File: config.mk
export PLATFORM = sky130hd
export DESIGN_NAME = striping_n
export DESIGN_NICKNAME = d
export VERILOG_FILES = /design/src/rtl/striping_n.sv
export SDC_FILE = /design/constraint.sdc
export NUM_CORES = 1
export LEC_CHECK = 0
export BUFFER_PORTS_ARGS = -buffer_cell sky130_fd_sc_hd__buf_2
export CELL_PAD_IN_SITES_DETAIL_PLACEMENT = 0
export CELL_PAD_IN_SITES_GLOBAL_PLACEMENT = 1
export CORE_MARGIN = 10
export CORE_UTILIZATION = 37
export CTS_CLUSTER_SIZE = 12
export DETAILED_ROUTE_END_ITERATION = 10
export GPL_ROUTABILITY_DRIVEN = 1
export PLACE_DENSITY_LB_ADDON = 0.25
export SKIP_LAST_GASP = 1
export SYNTH_ARGS = -nofsm -noshare
export SYNTH_HDL_FRONTEND = slang
export SYNTH_SLANG_ARGS = --single-unit
File: constraint.sdc
create_clock -name clk_2f -period 4.2 [get_ports clk_2f]
set_input_delay 0.21 -clock clk_2f [delete_from_list [all_inputs] [get_ports clk_2f]]
set_output_delay 0.21 -clock clk_2f [all_outputs]
set_load 0.05 [all_outputs]
File: src/rtl/striping_n.sv
// Round-robin striper: spreads one word stream across LANES output lanes in strict
// rotating order, with per-lane valid/ready holding registers and a saturating word counter.
module striping_n #(
  parameter int unsigned DATA_WIDTH   = 32,
  parameter int unsigned LANES        = 2,
  parameter int unsigned ADVANCE_MODE = 0,
  parameter int unsigned CNT_WIDTH    = 16
) (
  input  logic                          clk_2f,
  input  logic                          reset,
  input  logic [DATA_WIDTH-1:0]         data_in,
  input  logic                          valid_in,
  output logic                          ready_in,
  output logic [LANES*DATA_WIDTH-1:0]   lane_data,
  output logic [LANES-1:0]              lane_valid,
  input  logic [LANES-1:0]              lane_ready,
  output logic [$clog2(LANES)-1:0]      sel,
  output logic [CNT_WIDTH-1:0]          word_count
);

  localparam int unsigned SEL_W = $clog2(LANES);

  logic accept;
  logic stall;
  logic advance;

  // Selected lane can take a word if it is empty or draining this edge
  always_comb begin
    ready_in = !lane_valid[sel] || lane_ready[sel];
    accept   = valid_in && ready_in;
    stall    = valid_in && !ready_in;
    advance  = (ADVANCE_MODE != 0) ? accept : !stall;
  end

  // Lane pointer; LANES is a power of two so the increment wraps naturally
  always_ff @(posedge clk_2f) begin
    if (reset) begin
      sel <= '0;
    end else if (advance) begin
      sel <= sel + SEL_W'(1);
    end
  end

  // Saturating count of accepted words
  always_ff @(posedge clk_2f) begin
    if (reset) begin
      word_count <= '0;
    end else if (accept && (word_count != {CNT_WIDTH{1'b1}})) begin
      word_count <= word_count + CNT_WIDTH'(1);
    end
  end

  // Per-lane holding registers; a refill on the draining edge keeps valid high
  always_ff @(posedge clk_2f) begin
    if (reset) begin
      lane_data  <= '0;
      lane_valid <= '0;
    end else begin
      for (int unsigned i = 0; i < LANES; i++) begin
        if (accept && (sel == SEL_W'(i))) begin
          lane_data[i*DATA_WIDTH +: DATA_WIDTH] <= data_in;
          lane_valid[i]                         <= 1'b1;
        end else if (lane_valid[i] && lane_ready[i]) begin
          lane_valid[i] <= 1'b0;
        end
      end
    end
  end

endmodule

==> key figures <==
Run status
  – Outcome: finished clean

Critical path
  – Crit path kind: reg2out
  – Slowest cell on the critical path: or3b_2
  – Worst path bufs/invs: 1
  – Endpoint class of the critical path: primary output
  – Top Family by Delay on Critical Path: simple AND/OR/NAND/NOR gates
  – CP required: 3.99 ns
  – Worst path cell trace: or3b_2 > and2_1 > buf_2
  – Worst-path fanout max: 9
  – Worst flop-to-flop path endpoint: word_count[15]$_SDFFE_PP0P_
  – CP peak stage delay: 0.53 ns
  – R2R Path Start: word_count[2]$_SDFFE_PP0P_
  – Worst r2r path cells: 5
  – Crit start category: register
  – Critical Path AT: 1.65 ns
  – Reg2Reg Setup Slack: 2.39 ns

Cells and area
  – Nets: 542
  – Post-route cell area: 3970 µm²
  – Layout cell share with drive strength beyond 1: 28.3%
  – Fill cells: 875
  – Area of the multi-input gates: 1360 µm²
  – Area delta synth->final: 26.1%
  – Ant diodes: 0
  – Final std cells w/o fill: 614
  – Storage cell area: 1660 µm²

Global route
  – Antenna violations before repair: 1
  – First-pass GRT wire length: 15300 µm
  – Overflow after GRT: 0
  – Largest net degree at the start of global routing: 45
  – Gr usage total: 14.5%
  – Number of global-route vias before repair: 3023

Power and ir drop
  – LEAKAGE: 1.72 nW
  – Flop pwr share: 51.0%
  – Switching fraction of total power: 32.2%
  – Comb pwr share: 17.9%
  – Clock network fraction of design power: 31.1%
  – Total Power: 1.66 mW
  – VDD IR max: 0.173 mV
  – PwrDens: 417 nW/µm²
  – Net switching power: 0.532 mW
  – Cell Int Power: 1.12 mW

Floorplan
  – DIE AREA: 12600 µm²
  – Die H: 112 µm
  – Top-level port count: 121
  – Initial Util: 38.1%
  – Row count: 33
  – Core Region: 8260 µm²
  – DIE WIDTH: 112 µm

Synth
  – XOR/XNOR Fraction of Synth Area: 3.34%
  – Post-synth top cells: 134 x nand2_1, 83 x dfxtp_1, 70 x a21oi_1
  – Ys flop type: dfxtp_1
  – Post-Synthesis Net Count: 431
  – Most common cell in the netlist: nand2_1
  – Share of the synthesized area in the top cell type: 52.8%
  – Synthesized area: 3150 µm²
  – Largest cells by area after synthesis: dfxtp_1 53%, nand2_1 16%, a21oi_1 11%
  – Syn_area_per_cell: 8.01 µm²
  – Post-synthesis compound-gate area fraction: 12.1%
  – FFs w/ async S/R, synth: 0%
  – Simple-Gate Fraction of Synth Area: 26.8%
  – Ys Warns: 0
  – Synth area leader: dfxtp_1
  – Main combinational cell family by area after synthesis: simple AND/OR/NAND/NOR gates
  – Post-synthesis mux area share: 0.477%
  – Cell variety after synth: 32
  – EDFF count, synth: 0
  – Synth Instances: 393
  – Seq/Total Area, Yosys: 52.8%
  – Post-synthesis adder-cell area fraction: 0.397%
  – #FFs+latches synth: 83

Min path
  – Hold crit path type: in2reg
  – Hold endpoint: lane_data[11]$_SDFFE_PP0P_
  – Hold depth: 3
  – Min-delay src: data_in[11]

STA
  – Maximum clock rate: 0.537 GHz
  – Final setup viols: 0
  – Worst Tran Pin Value: 0.769 ns
  – Final hold vios: 0
  – Fin. max-slew vios: 0
  – RSZ-0062 raised after global routing: false
  – Fin crit period: 1.86 ns
  – Tcrit/Tclk final: 44.3%
  – Clock skew: 0.00714 ns
  – Final WS setup: 2.34 ns
  – Final setup TNS: 0 ns
  – Relative slew slack: 48.7%

Clocking
  – Clock Tree Buf Depth: 2
  – CTS root buf: clkbuf_8
  – Setup bufs post-CTS: 0
  – H-tree Lvls: 3
  – PostCTS Resize Cnt: 0
  – Clk slew on worst S/H paths: 0.09 ns
  – Hold_buf cts: 0
  – TritonCTS Buffers: 9
  – Clock Sinks: 83
  – Skew-Pair Late Insertion Delay: 0.35 ns
  – CTS tree: built

Detailed routing
  – DR vias/cell: 4.87
  – Detail Route Antenna Nets: 0
  – Per-cell routed wire length: 15.4 µm
  – Drt initial violations: 80
  – Vias: 2993
  – Drt drc: 0
  – Post-Route WL: 9430 µm
  – Drt pass-1 iters: 4

Place
  – IO Port Bufs: 120
  – Gpl congestion: 0.798
  – DP Cell Count: 598
  – Worst Setup Slack post-DPL: 2.39 ns
  – Placed wire-length estimate: 6680 µm
  – Placement Cell Area: 3800 µm²

Flow run
  – Max Cap Viol: 0
==> sequential cells by signal, indices dropped and copies added (netlist names) <==
register    flops
lane_data      64
word_count     16
lane_valid      2
sel             1
==> per-layer routing <==
metal / vias up / routed length [µm] / track usage, %
met3: 16 / 787 / 6.02
li1: 1523 / - / -
met5: - / 13 / 0
met1: 1368 / 4050 / 16.5
met2: 84 / 4420 / 23.8
met4: 2 / 159 / 5.75
==> layout make-up <==
cell class                      instances  share of cell area [%]
Multi-Input combinational cell        283                    34.3
Tap cell                              105                    3.31
Clock inverter                          4                   0.661
Timing Repair Buffer                  125                    16.1
Inverter                                2                   0.189
Clock buffer                           12                    3.65
Sequential cell                        83                    41.8
==> metrics by stage <==
stage	utilization [%]	hold WS, ns
finish	48.1	0.102
global route	48.1	0.0867
CTS	48.1	0.0871
detailed placement	46.0	0.443
global placement	46.0	0.439
floorplan	-	0.343
==> worst max-delay path by stage <==
stage	from	to	slack, ns	cells after the start
4_1_cts	sel$_SDFFE_PP0N_	ready_in	2.32	3
3_5_place_dp	word_count[8]$_SDFFE_PP0P_	word_count[0]$_SDFFE_PP0P_	2.39	5
5_1_grt	word_count[8]$_SDFFE_PP0P_	word_count[3]$_SDFFE_PP0P_	2.17	5
6_report	sel$_SDFFE_PP0N_	ready_in	2.34	3
2_1_floorplan	word_count[3]$_SDFFE_PP0P_	word_count[11]$_SDFFE_PP0P_	2.18	6
3_3_place_gp	word_count[8]$_SDFFE_PP0P_	word_count[0]$_SDFFE_PP0P_	2.48	5
==> cells by family after synthesis <==
| logic type | after synthesis |
|---|---|
| flip-flops | 83 |
| adder cells (fa/ha/maj) | 1 |
| AO/OA/AOI/OAI | 75 |
| XOR/XNOR | 12 |
| buffers and inverters | 27 |
| multiplexers | 1 |
| AND/OR/NAND/NOR | 194 |
==> cell usage in the layout, fill, tap and decap left out, types with 5 or more instances in the layout <==
| master | instances |
|---|---|
| buf_2 | 120 |
| a21oi_1 | 70 |
| nand3_1 | 5 |
| nand4_1 | 8 |
| buf_4 | 5 |
| nor3_1 | 6 |
| clkbuf_8 | 10 |
| nand2_1 | 134 |
| xnor2_1 | 12 |
| nor4_1 | 8 |
| dfxtp_1 | 83 |
| nor2_1 | 16 |
==> power groups by stage <==
stage                     clock network (mW)  logic, mW  registers [mW]
after global routing                   0.569      0.320           0.849
final                                  0.515      0.296           0.844
after CTS                              0.533      0.301           0.844
after global placement                     0      0.300           0.861
after floorplan                            0     0.0852           0.990
after detailed placement                   0      0.301           0.862
==> worst register-to-register path, delay by kind of cell (launching register included) <==
kind          cells  cell delay [ns]
simple gates      4             1.03
flops             1             0.46
xor+xnor          1             0.18
No activity file was read; power rests on OpenSTA's default activity.
